$ cat config.mk
export PLATFORM = sky130hd
export DESIGN_NAME = row8_loader_flat
export DESIGN_NICKNAME = d
export VERILOG_FILES = /design/src/rtl/row8_loader_if.sv /design/src/rtl/row8_loader.sv /design/src/flat_wrapper.sv
export SDC_FILE = /design/constraint.sdc
export NUM_CORES = 1
export LEC_CHECK = 0
export BUFFER_PORTS_ARGS = -buffer_cell sky130_fd_sc_hd__buf_2
export CAP_MARGIN = 25
export CORE_MARGIN = 8
export CORE_UTILIZATION = 40
export CTS_BUF_LIST = sky130_fd_sc_hd__clkbuf_16
export CTS_CLUSTER_DIAMETER = 60
export CTS_CLUSTER_SIZE = 30
export DETAILED_ROUTE_END_ITERATION = 10
export PLACE_DENSITY = 0.65
export SLEW_MARGIN = 0
export SYNTH_ARGS = -nofsm -noshare
export SYNTH_HDL_FRONTEND = slang
export SYNTH_SLANG_ARGS = --single-unit
$ cat constraint.sdc
create_clock -name clk -period 2.1 [get_ports clk]
set_input_delay 0 -clock clk [delete_from_list [all_inputs] [get_ports clk]]
set_output_delay 0 -clock clk [all_outputs]
set_load 0.005 [all_outputs]
$ cat src/rtl/row8_loader_if.sv
// Bundles the serial sample input and the parallel group / sum-tracking outputs of row8_loader.
// Latency: none; this interface is wiring only.
// Backpressure: none; the source paces the stream with din_valid and the loader never stalls it.
interface row8_loader_if #(
   parameter int DW = 12
);
   // Serial sample input and group discard.
   logic          flush;
   logic          din_valid;
   logic [DW-1:0] din;

   // Parallel group presented to the adder.
   logic [DW-1:0] n0;
   logic [DW-1:0] n1;
   logic [DW-1:0] n2;
   logic [DW-1:0] n3;
   logic [DW-1:0] n4;
   logic [DW-1:0] n5;
   logic [DW-1:0] n6;
   logic [DW-1:0] n7;
   logic          out_valid;
   logic [2:0]    row_idx;
   logic          block_done;

   // Tracks which group's sum is currently valid at the adder output.
   logic          sum_valid;
   logic [2:0]    sum_row;

   // Sample source / result observer side.
   modport master (
      output flush, din_valid, din,
      input  n0, n1, n2, n3, n4, n5, n6, n7,
      input  out_valid, row_idx, block_done, sum_valid, sum_row
   );

   // Loader side.
   modport slave (
      input  flush, din_valid, din,
      output n0, n1, n2, n3, n4, n5, n6, n7,
      output out_valid, row_idx, block_done, sum_valid, sum_row
   );
endinterface

$ cat src/rtl/row8_loader.sv
// Gathers serial samples into groups of eight for the 8-input adder and tracks the row index in the block.
// Latency: group is on n0..n7 one edge after its 8th sample; sum_valid follows LAT edges after that.
// Backpressure: none; samples arrive at up to one per clock, and din_valid low simply stalls collection.
module row8_loader #(
   parameter int DW  = 12,
   parameter int LAT = 5
) (
   input  logic          clk,
   input  logic          rst_n,
   row8_loader_if.slave  bus
);

   // Collection state: position within the current group and row within the 8x8 block.
   logic [2:0]    idx;
   logic [2:0]    row_cnt;
   logic [DW-1:0] sh [7];

   // Registered group outputs.
   logic [DW-1:0] n_q [8];
   logic          out_valid_q;
   logic          block_done_q;
   logic [2:0]    row_idx_q;

   // Delay line that follows each issued group through the adder pipeline.
   logic [LAT-1:0] pipe_vld;
   logic [2:0]     pipe_row [LAT];

   // A sample is taken only when flush is low; flush always discards the sample on its edge.
   logic take;
   logic last;

   assign take = bus.din_valid & ~bus.flush;
   assign last = take & (idx == 3'd7);

   // Sample index, row counter and the seven shadow samples of the group in progress.
   always_ff @(posedge clk or negedge rst_n) begin
      if (!rst_n) begin
         idx     <= 3'd0;
         row_cnt <= 3'd0;
         for (int i = 0; i < 7; i++) begin
            sh[i] <= '0;
         end
      end else if (bus.flush) begin
         idx     <= 3'd0;
         row_cnt <= 3'd0;
      end else if (bus.din_valid) begin
         if (idx == 3'd7) begin
            idx     <= 3'd0;
            row_cnt <= row_cnt + 3'd1;
         end else begin
            for (int i = 0; i < 7; i++) begin
               if (idx == 3'(i)) begin
                  sh[i] <= bus.din;
               end
            end
            idx <= idx + 3'd1;
         end
      end
   end

   // Publish a completed group; n0..n7 and row_idx hold until the next completed group.
   always_ff @(posedge clk or negedge rst_n) begin
      if (!rst_n) begin
         for (int i = 0; i < 8; i++) begin
            n_q[i] <= '0;
         end
         row_idx_q    <= 3'd0;
         out_valid_q  <= 1'b0;
         block_done_q <= 1'b0;
      end else if (last) begin
         for (int i = 0; i < 7; i++) begin
            n_q[i] <= sh[i];
         end
         n_q[7]       <= bus.din;
         row_idx_q    <= row_cnt;
         out_valid_q  <= 1'b1;
         block_done_q <= (row_cnt == 3'd7);
      end else begin
         out_valid_q  <= 1'b0;
         block_done_q <= 1'b0;
      end
   end

   // Shift {out_valid, row_idx} down the LAT-deep tracker so sum_valid lines up with the adder result.
   always_ff @(posedge clk or negedge rst_n) begin
      if (!rst_n) begin
         pipe_vld <= '0;
         for (int i = 0; i < LAT; i++) begin
            pipe_row[i] <= 3'd0;
         end
      end else begin
         pipe_vld[0] <= out_valid_q;
         pipe_row[0] <= row_idx_q;
         for (int i = 1; i < LAT; i++) begin
            pipe_vld[i] <= pipe_vld[i-1];
            pipe_row[i] <= pipe_row[i-1];
         end
      end
   end

   assign bus.n0         = n_q[0];
   assign bus.n1         = n_q[1];
   assign bus.n2         = n_q[2];
   assign bus.n3         = n_q[3];
   assign bus.n4         = n_q[4];
   assign bus.n5         = n_q[5];
   assign bus.n6         = n_q[6];
   assign bus.n7         = n_q[7];
   assign bus.out_valid  = out_valid_q;
   assign bus.row_idx    = row_idx_q;
   assign bus.block_done = block_done_q;
   assign bus.sum_valid  = pipe_vld[LAT-1];
   assign bus.sum_row    = pipe_row[LAT-1];

endmodule

$ cat src/flat_wrapper.sv
// flat-port wrapper written by rule: the top's interface ports become plain ports
module row8_loader_flat 
#(
   parameter int DW  = 12,
   parameter int LAT = 5
)
  (clk, rst_n, bus_flush, bus_din_valid, bus_din, bus_n0, bus_n1, bus_n2, bus_n3, bus_n4, bus_n5, bus_n6, bus_n7, bus_out_valid, bus_row_idx, bus_block_done, bus_sum_valid, bus_sum_row);
  row8_loader_if #(.DW(DW)) bus_i ();
  input  logic clk;
  input  logic rst_n;
  input wire logic [$bits(bus_i.flush)-1:0] bus_flush;
  input wire logic [$bits(bus_i.din_valid)-1:0] bus_din_valid;
  input wire logic [$bits(bus_i.din)-1:0] bus_din;
  output wire logic [$bits(bus_i.n0)-1:0] bus_n0;
  output wire logic [$bits(bus_i.n1)-1:0] bus_n1;
  output wire logic [$bits(bus_i.n2)-1:0] bus_n2;
  output wire logic [$bits(bus_i.n3)-1:0] bus_n3;
  output wire logic [$bits(bus_i.n4)-1:0] bus_n4;
  output wire logic [$bits(bus_i.n5)-1:0] bus_n5;
  output wire logic [$bits(bus_i.n6)-1:0] bus_n6;
  output wire logic [$bits(bus_i.n7)-1:0] bus_n7;
  output wire logic [$bits(bus_i.out_valid)-1:0] bus_out_valid;
  output wire logic [$bits(bus_i.row_idx)-1:0] bus_row_idx;
  output wire logic [$bits(bus_i.block_done)-1:0] bus_block_done;
  output wire logic [$bits(bus_i.sum_valid)-1:0] bus_sum_valid;
  output wire logic [$bits(bus_i.sum_row)-1:0] bus_sum_row;
  assign bus_i.flush = bus_flush;
  assign bus_i.din_valid = bus_din_valid;
  assign bus_i.din = bus_din;
  assign bus_n0 = bus_i.n0;
  assign bus_n1 = bus_i.n1;
  assign bus_n2 = bus_i.n2;
  assign bus_n3 = bus_i.n3;
  assign bus_n4 = bus_i.n4;
  assign bus_n5 = bus_i.n5;
  assign bus_n6 = bus_i.n6;
  assign bus_n7 = bus_i.n7;
  assign bus_out_valid = bus_i.out_valid;
  assign bus_row_idx = bus_i.row_idx;
  assign bus_block_done = bus_i.block_done;
  assign bus_sum_valid = bus_i.sum_valid;
  assign bus_sum_row = bus_i.sum_row;
  row8_loader #(.DW(DW), .LAT(LAT)) u_core (.clk(clk), .rst_n(rst_n), .bus(bus_i));
endmodule
==> impl_metrics.py, run 1 <==
metrics = {
    "global_routing": {
        "grt_antenna_before_repair": 0,
        "grt_pass1_wl_um": 27000,
        "grt_max_degree": 78,
        "grt-ovfl-total": 0,
        "grt_pass1_vias": 4714,
        "grt_usage_pct": 14.0,
    },
    "setup_path": {
        "ff2ff_path_depth": 6,
        "cp-end-kind": "flop",
        "r2r-end": "u_core.sh[83]$_DFFE_PN0P_",
        "critical_path.top_delay_family": "adder cells",
        "regToRegSetupSlack_ns": 0.11,
        "crit_path_top_delay_cell": "dfrtp_1",
        "cp_max_fo": 12,
        "path_buf_inv": 1,
        "required_ns": 2.46,
        "cp-start-kind": "flop",
        "reg2reg_from": "u_core.idx[1]$_DFFE_PN0P_",
        "slowest_delay_ns": 0.42,
        "arrival_ns": 2.35,
        "critPathKind": "flop to flop",
        "path_cells": "ha_1 > ha_2 > and4bb_2 > and2_1 > buf_12 > mux2_2",
    },
    "sta": {
        "tns_ns": 0,
        "worst_clock_skew_ns": 0.0111,
        "hold_slack_ns": 0.0130,
        "period_share_pct": 94.9,
        "setup-violations-final": 0,
        "fmax_mhz": 502,
        "worstMarginPinSlew_ns": 0.415,
        "fin_crit_ns": 1.99,
        "rsz0062_at_grt": "false",
        "final_hold_viol_count": 0,
        "max_slew_margin_pct": 72.3,
        "slew_viol_final": 0,
    },
    "yosys": {
        "synth_area_leaders": "dfrtp_1, mux2_2, mux2_4, ha_1, buf_6",
        "avgSynthCellArea_sq_um": 17.4,
        "synthDominantCellAreaShare_pct": 65.9,
        "ys_types": 25,
        "synthCells": 459,
        "yosysTopAreaCell": "dfrtp_1",
        "synth_seq_cells": 211,
        "synth-seq-area-share_pct": 65.9,
        "synth_fp_nets": 483,
        "syn_area_sq_um": 8010,
        "yosys_warnings": 0,
    },
    "finish": {
        "diodes": 0,
        "fin_util_pct": 49.1,
        "final_cell_mix": "dfrtp_1, mux2_2, buf_2, mux2_4, clkbuf_16",
        "nets": 625,
        "final_common_cell": "dfrtp_1",
        "n_fill_cell": 1676,
        "layout-drive-gt1-share_pct": 57.5,
        "post_layout_nonfiller_instances": 874,
        "syn_to_final_growth_pct": 19.7,
    },
    "clocking": {
        "htreeDepth": 1,
        "clk_latency_ns": 0.47,
        "clock-sinks": 211,
        "cts_tree": "built",
        "clk_pin_slew_worst_paths_ns": 0.09,
        "cts_made_buffers": 15,
        "cts_root_buf": "clkbuf_16",
        "cts.path.max_buffers": 3,
    },
    "drt": {
        "via_per_inst": 4.84,
        "first_pass_iters": 4,
        "wl_per_cell_um": 19.4,
        "via_count": 4234,
        "drtIter0Drc": 155,
        "postRouteAntennaNets": 0,
        "drc": 0,
        "wl_um": 17000,
    },
    "hold_path": {
        "hold_start": "bus_din[6]",
        "hold_path.class": "primary input to flop",
        "min_to": "u_core.sh[54]$_DFFE_PN0P_",
        "hold_depth": 2,
    },
    "floorplanning": {
        "dieArea_sq_um": 24800,
        "io_pins": 121,
        "start_util_pct": 41.0,
        "die_x_um": 157,
        "core.rowCount": 51,
        "fp.dieH_um": 157,
        "fp.coreArea_sq_um": 19500,
    },
    "placement": {
        "dp_cells": 836,
        "hpwl_um": 11700,
        "place_congestion": 0.698,
        "portBuffers": 120,
    },
    "power": {
        "p_per_area_nw_per_um2": 871,
        "vdd_drop_max_mv": 0.602,
        "p_leak_nw": 5.20,
    },
    "job": {
        "max-cap-violations": 0,
    },
    "outcome": {
        "status": "finished clean",
    },
}
## power by group
part	leakage (nW)	total [W]	internal, W	switching [W]
registers	2.84	0.00473	0.00449	0.000233
logic	2.13	0.000727	0.000426	0.000301
clock network	0.234	0.00289	0.00140	0.00149
total	5.20	0.00835	0.00632	0.00203
## synthesized netlist by cell type (all sizes together)
cell type and number:
nand3b 1, a211oi 1, nand4 2, nor4b 1
nand3 2, mux2i 1, mux2 183, a21oi 3
nand2b 1, or2 1, inv 3, buf 24
xor2 1, and2 2, nor2 5, ha 8
nand2 6, clkinv 1, and4bb 2, dfrtp 211
## worst max path at each step
stage | startpoint | to | slack (ns) | depth (start not counted)
after floorplan | u_core.idx[0]$_DFFE_PN0P_ | u_core.sh[73]$_DFFE_PN0P_ | 0.07 | 7
after global placement | u_core.idx[1]$_DFFE_PN0P_ | u_core.sh[75]$_DFFE_PN0P_ | 0.08 | 6
after detailed placement | u_core.idx[1]$_DFFE_PN0P_ | u_core.sh[83]$_DFFE_PN0P_ | 0.005 | 6
after CTS | u_core.idx[1]$_DFFE_PN0P_ | u_core.sh[83]$_DFFE_PN0P_ | 0.002 | 6
after global routing | u_core.idx[1]$_DFFE_PN0P_ | u_core.bus.n0[1]$_DFFE_PN0P_ | 0.007 | 6
final | u_core.idx[1]$_DFFE_PN0P_ | u_core.sh[83]$_DFFE_PN0P_ | 0.11 | 6
## sequential cells by signal, summed over array words and instances, names as in the netlist
name	count
u_core.bus.block_done	1
u_core.bus.n0	12
u_core.bus.n1	12
u_core.bus.n2	12
u_core.bus.n3	12
u_core.bus.n4	12
u_core.bus.n5	12
u_core.bus.n6	12
u_core.bus.n7	12
u_core.bus.out_valid	1
u_core.bus.row_idx	3
u_core.bus.sum_row	3
u_core.idx	3
u_core.pipe_row	12
u_core.pipe_vld	5
u_core.row_cnt	3
u_core.sh	84
## routing by layer
layer	routed length (um)	GRT usage, %	part of all wire [%]
met5	0	0	0
met3	1010	2.82	5.9
met2	8250	23.5	49
met1	7550	18.5	44
met4	182	2.54	1.1
## per-stage QoR
| step | cell area (sq um) | setup WS (ns) | power [W] |
|---|---|---|---|
| 6_report | 9590 | 0.107 | 0.00835 |
| 4_1_cts | 9570 | 0.00238 | 0.00849 |
| 5_1_grt | 9590 | 0.00731 | 0.00875 |
| 3_5_place_dp | 8950 | 0.00509 | 0.00554 |
| 3_3_place_gp | 8950 | 0.0762 | 0.00547 |
| 2_1_floorplan | 8010 | 0.0666 | 0.00517 |
## cell families after synthesis
group	share of synthesized area [%]
DFF	65.9
buffers and inverters	2.42
AOI/OAI and AO/OA	0.281
muxes	28.2
adders and majority gates	1.25
and+or+nand+nor	1.80
xor gates and xnor gates	0.109
## layout make-up
| class | instances | area (sq um) | share of cell area, % |
|---|---|---|---|
| clock inverters | 10 | 113 | 1.17 |
| inverters | 4 | 15.0 | 0.157 |
| multi-input cells | 220 | 2540 | 26.5 |
| flip-flops and latches | 211 | 5280 | 55.1 |
| repair buffers | 149 | 932 | 9.72 |
| clock buffers | 15 | 375 | 3.92 |
| well taps | 265 | 332 | 3.46 |
## timing repair
item	in CTS	in global routing
endpoints found under the setup margin	0	168
endpoints found under the hold margin	272	1
buffers inserted	0	0
resized for setup	0	1
hold buffers	12	1
Power figures use the tool's default switching activity.
==> run 2, diff against run 1 <==
Settings changed: MAX_ROUTING_LAYER from default to met4.
==> run 2 against run 1 <==
First-iteration DRC count up 1.3%. Hold slack got worse by 0.010 ns. Register-to-register slack about the same. Clock-buffer cell count is the same. Combinational power about the same. Maximum frequency decreased by 0.12%. Via count decreased by 0.31%. Highest routed layer unchanged.
==> impl_metrics.py, run 2 (synthesis results as in run 1) <==
metrics = {
    "outcome": {
        "status": "finished clean",
    },
    "sta": {
        "max_slew_margin_pct": 72.4,
        "slew_viol_final": 0,
        "tns_ns": 0,
        "worstMarginPinSlew_ns": 0.414,
        "fin_crit_ns": 2.00,
        "rsz0062_at_grt": "false",
        "worst_clock_skew_ns": 0.0129,
        "period_share_pct": 95.0,
        "hold_slack_ns": 0.00254,
        "setup-violations-final": 0,
        "final_hold_viol_count": 0,
        "fmax_mhz": 501,
    },
    "power": {
        "p_int_w": 0.00632,
        "p_leak_nw": 5.20,
        "clkPwrFrac_pct": 34.6,
        "p_per_area_nw_per_um2": 871,
        "power_frac_comb_pct": 8.7,
        "vdd_drop_max_mv": 0.597,
        "p_switching_w": 0.00203,
        "p_sw_share_pct": 24.3,
        "seq_power_share_pct": 56.7,
    },
    "setup_path": {
        "cp-start-kind": "flop",
        "cp_max_fo": 12,
        "crit_start": "u_core.idx[1]$_DFFE_PN0P_",
        "crit_end": "u_core.sh[83]$_DFFE_PN0P_",
        "arrival_ns": 2.35,
        "required_ns": 2.45,
        "ff2ff_path_depth": 6,
        "r2r-end": "u_core.sh[83]$_DFFE_PN0P_",
        "reg2reg_from": "u_core.idx[1]$_DFFE_PN0P_",
        "cp-end-kind": "flop",
        "critPathKind": "flop to flop",
        "regToRegSetupSlack_ns": 0.10,
    },
    "finish": {
        "largest-register": "u_core.sh",
        "syn_to_final_growth_pct": 19.6,
        "final_area_sq_um": 9580,
        "nets": 624,
        "final_common_cell": "dfrtp_1",
        "n_fill_cell": 1677,
        "multiInputGateArea_sq_um": 2540,
        "largest_reg_flops": 84,
        "final_cell_mix": "dfrtp_1, mux2_2, buf_2, mux2_4, clkbuf_16",
        "post_layout_nonfiller_instances": 873,
        "diodes": 0,
        "seqCellArea_sq_um": 5280,
        "layout-drive-gt1-share_pct": 57.6,
    },
    "floorplanning": {
        "fp.coreArea_sq_um": 19500,
        "die_x_um": 157,
        "fp.dieH_um": 157,
        "io_pins": 121,
        "start_util_pct": 41.0,
        "dieArea_sq_um": 24800,
        "core.rowCount": 51,
    },
    "clocking": {
        "cts.path.max_buffers": 3,
        "cts_tree": "built",
        "htreeDepth": 1,
        "clock-sinks": 211,
        "cts_made_buffers": 15,
        "cts_root_buf": "clkbuf_16",
        "clk_pin_slew_worst_paths_ns": 0.09,
        "post_cts_buffers": 0,
        "clk_latency_ns": 0.47,
    },
    "placement": {
        "dp_cells": 836,
        "placedInstanceArea_sq_um": 8950,
        "portBuffers": 120,
        "place_congestion": 0.705,
        "hpwl_um": 11700,
    },
    "drt": {
        "via_count": 4221,
        "postRouteAntennaNets": 0,
        "first_pass_iters": 4,
        "drtIter0Drc": 157,
        "drc": 0,
        "wl_um": 17000,
        "via_per_inst": 4.84,
        "wl_per_cell_um": 19.5,
    },
    "global_routing": {
        "grt-ovfl-total": 0,
        "busiest_layer": "met2",
        "grt_pass1_wl_um": 27000,
        "grt_pass1_vias": 4709,
        "grt_antenna_before_repair": 0,
        "use_met1_pct": 18.8,
        "grt_usage_pct": 14.4,
        "grt_util_met2_pct": 23.5,
        "met3_usage_pct": 2.33,
        "grt_max_degree": 78,
    },
    "job": {
        "max-cap-violations": 0,
    },
    "hold_path": {
        "hold_path.class": "primary input to flop",
    },
}
==> run 2: cell types whose count changed in the layout (fill, tap and decap cells not counted) <==
cell / before / now
dlygate4sd3_1: 12 / 11
==> run 2: area by class of cell <==
class | count | area share (%)
clock buffers | 15 | 3.92
clock inverters | 10 | 1.18
inverters | 4 | 0.157
multi-input cells | 220 | 26.5
flip-flops and latches | 211 | 55.1
well taps | 265 | 3.46
repair buffers | 148 | 9.63
==> run 2: how the worst min path moves through the flow <==
stage	startpoint	to	slack [ns]	depth (start not counted)
after global placement	rst_n	u_core.bus.out_valid$_DFF_PN0_	-0.08	1
after detailed placement	rst_n	u_core.bus.out_valid$_DFF_PN0_	-0.08	1
after floorplan	rst_n	u_core.bus.block_done$_DFF_PN0_	-0.30	0
final	bus_din[5]	u_core.sh[5]$_DFFE_PN0P_	0.003	2
after CTS	bus_din[6]	u_core.sh[54]$_DFFE_PN0P_	0.005	2
after global routing	bus_din[5]	u_core.bus.n7[5]$_DFFE_PN0P_	0.001	2
==> run 2: power groups by stage <==
stage,logic [W],registers [W],clock network [W]
finish,0.000727,0.00473,0.00289
global route,0.000804,0.00478,0.00316
CTS,0.000747,0.00473,0.00301
detailed placement,0.000724,0.00481,0
global placement,0.000681,0.00479,0
floorplan,0.000442,0.00472,0
==> run 2: stage by stage <==
stage	setup WS (ns)	total power (W)	util, %
4_1_cts	0.00238	0.00849	49.0
5_1_grt	0.00731	0.00875	49.0
3_3_place_gp	0.0762	0.00547	45.9
3_5_place_dp	0.00509	0.00554	45.9
6_report	0.105	0.00834	49.0
2_1_floorplan	0.0666	0.00517	-
==> run 2: per-layer routing <==
layer	routed length [um]	part of all wire, %
met4	186	1.1
met2	8240	48
met3	838	4.9
met5	0	0
met1	7740	46
==> run 2: worst max-delay path, cell delays in order (launching register included) <==
cell and delay, ns:
dfrtp_1 0.42, ha_1 0.24, ha_2 0.27, and4bb_2 0.31
and2_1 0.17, buf_12 0.14, mux2_2 0.34
==> run 2: what timing repair did <==
action / CTS / global route
gates resized for setup: 0 / 1
hold buffers: 12 / 0
setup endpoints to repair: 0 / 168
endpoints found under the hold margin: 272 / 0
==> run 3, diff against run 2 <==
Settings changed: ABC_AREA from default to 1.
==> run 3 against run 2 <==
Final cell count is 43% higher. Synthesized cell count is 85% higher. Combinational power is 20% lower. Clock-buffer cell count stayed put. Register-to-register slack better by 0.08 ns. Die area is 0.20% higher. Clock power is 2% higher. Sequential share of layout area is 0.18 points lower. Maximum frequency is 3.9% higher. Synthesized area is 0.22% higher. Clock skew hardly changed. Worst setup slack better by 0.076 ns. Largest power group unchanged.
==> impl_metrics.py, run 3 <==
metrics = {
    "placement": {
        "place_congestion": 0.822,
        "portBuffers": 120,
        "placedInstanceArea_sq_um": 8970,
        "hpwl_um": 13400,
        "dp_slack_ns": 0.202,
    },
    "yosys": {
        "synth_fp_nets": 873,
        "yosys_warnings": 0,
        "synthCells": 849,
        "synth.most_common_cell": "nand2_1",
        "async_flop_share_pct": 100,
        "synth_area_leaders": "dfrtp_1, nand2_1, nand4_1, nand3_1, o21ai_0",
        "synth-seq-area-share_pct": 65.8,
        "synth_seq_cells": 211,
        "yosysTopAreaCell": "dfrtp_1",
        "ys_types": 18,
        "synthTopCellsByCount": "nand2_1, dfrtp_1, nand3_1",
        "synth_edf_count": 0,
        "synthDominantCellAreaShare_pct": 65.8,
        "ys.flop_type": "dfrtp_1",
        "syn_area_sq_um": 8030,
        "avgSynthCellArea_sq_um": 9.45,
    },
    "power": {
        "p_per_area_nw_per_um2": 843,
        "power_w": 0.00810,
        "vdd_drop_max_mv": 0.504,
        "p_leak_nw": 5.54,
    },
    "clocking": {
        "cts_root_buf": "clkbuf_16",
        "cts_tree": "built",
        "cts_resized": 0,
        "cts_made_buffers": 15,
        "htreeDepth": 1,
        "clk_pin_slew_worst_paths_ns": 0.09,
        "clock-sinks": 211,
        "clk_latency_ns": 0.48,
        "cts.path.max_buffers": 3,
    },
    "sta": {
        "rsz0062_at_grt": "false",
        "slew_viol_final": 0,
        "period_share_pct": 91.4,
        "worstMarginPinSlew_ns": 0.624,
        "fmax_mhz": 521,
        "fin_crit_ns": 1.92,
        "worst_clock_skew_ns": 0.0127,
        "tns_ns": 0,
        "final_hold_viol_count": 0,
        "setup_slack_ns": 0.180,
        "setup-violations-final": 0,
        "max_slew_margin_pct": 58.4,
    },
    "setup_path": {
        "cp-end-kind": "flop",
        "cp-start-kind": "flop",
        "regToRegSetupSlack_ns": 0.18,
        "cp_max_fo": 33,
        "path_cells": "ha_1 > ha_1 > nand3_4 > inv_2 > buf_12 > nand2_1 > nand2_1",
        "arrival_ns": 2.33,
        "crit_path_top_delay_cell": "inv_2",
        "required_ns": 2.51,
        "critPathKind": "flop to flop",
        "slowest_delay_ns": 0.44,
    },
    "floorplanning": {
        "fp.dieH_um": 158,
        "dieArea_sq_um": 24900,
        "start_util_pct": 40.2,
        "fp.coreArea_sq_um": 20000,
        "io_pins": 121,
        "die_x_um": 158,
        "core.rowCount": 52,
    },
    "drt": {
        "wl_per_cell_um": 16.3,
        "first_pass_iters": 5,
        "via_per_inst": 4.75,
        "drtIter0Drc": 542,
        "wl_um": 20400,
        "postRouteAntennaNets": 0,
        "drc": 0,
        "via_count": 5941,
    },
    "global_routing": {
        "grt_pass1_wl_um": 32900,
        "grt_pass1_vias": 5901,
        "grt_antenna_before_repair": 0,
        "grt-ovfl-total": 0,
        "grt_usage_pct": 17.3,
        "grt_max_degree": 116,
    },
    "finish": {
        "layout-drive-gt1-share_pct": 17.7,
        "final_cell_mix": "nand2_1, dfrtp_1, buf_2, nand3_1, nand4_1",
        "nets": 998,
        "final_area_sq_um": 9610,
        "syn_to_final_growth_pct": 19.7,
        "largest_reg_flops": 84,
        "final_common_cell": "nand2_1",
        "fin_util_pct": 48.1,
        "largest-register": "u_core.sh",
        "n_fill_cell": 1919,
        "diodes": 0,
    },
    "job": {
        "max-cap-violations": 0,
    },
    "hold_path": {
        "hold_path.class": "primary input to async pin",
    },
    "outcome": {
        "status": "finished clean",
    },
}
==> run 3: changes by cell type after synthesis, sizes merged, moves of 2 or more <==
cell / delta
a21oi: -2
and2: -2
and4bb: -2
buf: +15
clkbuf: +12
inv: +20
mux2: -183
nand2: +431
nand3: +40
nand4: +34
nor2: +3
o21ai: +31
==> run 3: final cells by class <==
class / count / area, sq um / area share (%)
flip-flops and latches: 211 / 5280 / 55.0
multi-input cells: 564 / 2400 / 25.0
repair buffers: 159 / 1010 / 10.6
clock buffers: 15 / 375 / 3.91
well taps: 270 / 338 / 3.52
clock inverters: 10 / 113 / 1.17
inverters: 23 / 86.3 / 0.899
==> run 3: timing repair <==
action / 4_1_cts / 5_1_grt
setup endpoints to repair: 0 / 0
setup buffers: 0 / 0
hold buffers: 15 / 0
endpoints found under the hold margin: 166 / 0
==> run 3: routing by layer <==
layer | vias to the layer above | part of all wire [%] | wire length [um] | global-route usage, %
met3 | 22 | 4.2 | 852 | 2.38
met4 | 0 | 1.7 | 352 | 4.08
li1 | 2913 | - | - | -
met2 | 117 | 48 | 9750 | 27.5
met1 | 2889 | 46 | 9410 | 23.4
met5 | - | 0 | 0 | -
==> run 3: kinds of logic after synthesis <==
family	count (synthesis)	synth area share (%)
AO/OA/AOI/OAI	33	2.07
adder cells (fa/ha/maj)	8	1.25
buffers and inverters	74	4.40
flip-flops	211	65.8
AND/OR/NAND/NOR	523	26.5
==> run 3: where the power goes <==
group	total (W)	leakage [nW]	internal, W	switching (W)
Combinational	0.000581	2.43	0.000201	0.000379
Sequential	0.00457	2.87	0.00438	0.000199
Clock	0.00295	0.240	0.00141	0.00154
Total	0.00810	5.54	0.00598	0.00212
==> run 3: path summary, 6_finish.rpt <==
| check | cells past startpoint | from | endpoint |
|---|---|---|---|
| min in group clk | 0 | u_core.pipe_row[7]$_DFF_PN0_ | u_core.pipe_row[4]$_DFF_PN0_ |
| min reg2reg | 0 | u_core.pipe_row[7]$_DFF_PN0_ | u_core.pipe_row[4]$_DFF_PN0_ |
| max | 7 | u_core.idx[0]$_DFFE_PN0P_ | u_core.bus.n3[1]$_DFFE_PN0P_ |
| max in group asynchronous | 3 | rst_n | u_core.sh[53]$_DFFE_PN0P_ |
| max reg2reg | 7 | u_core.idx[0]$_DFFE_PN0P_ | u_core.bus.n3[1]$_DFFE_PN0P_ |
| min | 2 | rst_n | u_core.bus.row_idx[0]$_DFFE_PN0P_ |
==> run 3: worst max-delay path: cells and delay by family (launching register included) <==
| kind | cells | cell delay, ns |
|---|---|---|
| adders and majority gates | 2 | 0.49 |
| buffers and inverters | 2 | 0.70 |
| DFF | 1 | 0.39 |
| and+or+nand+nor | 3 | 0.27 |
==> run 3: stage by stage <==
stage                     instances  hold slack, ns
after floorplan                 849          -0.296
after global placement         1212          0.0705
after detailed placement       1212          0.0688
after CTS                      1252           0.120
after global routing           1252           0.154
final                          1252          0.0866
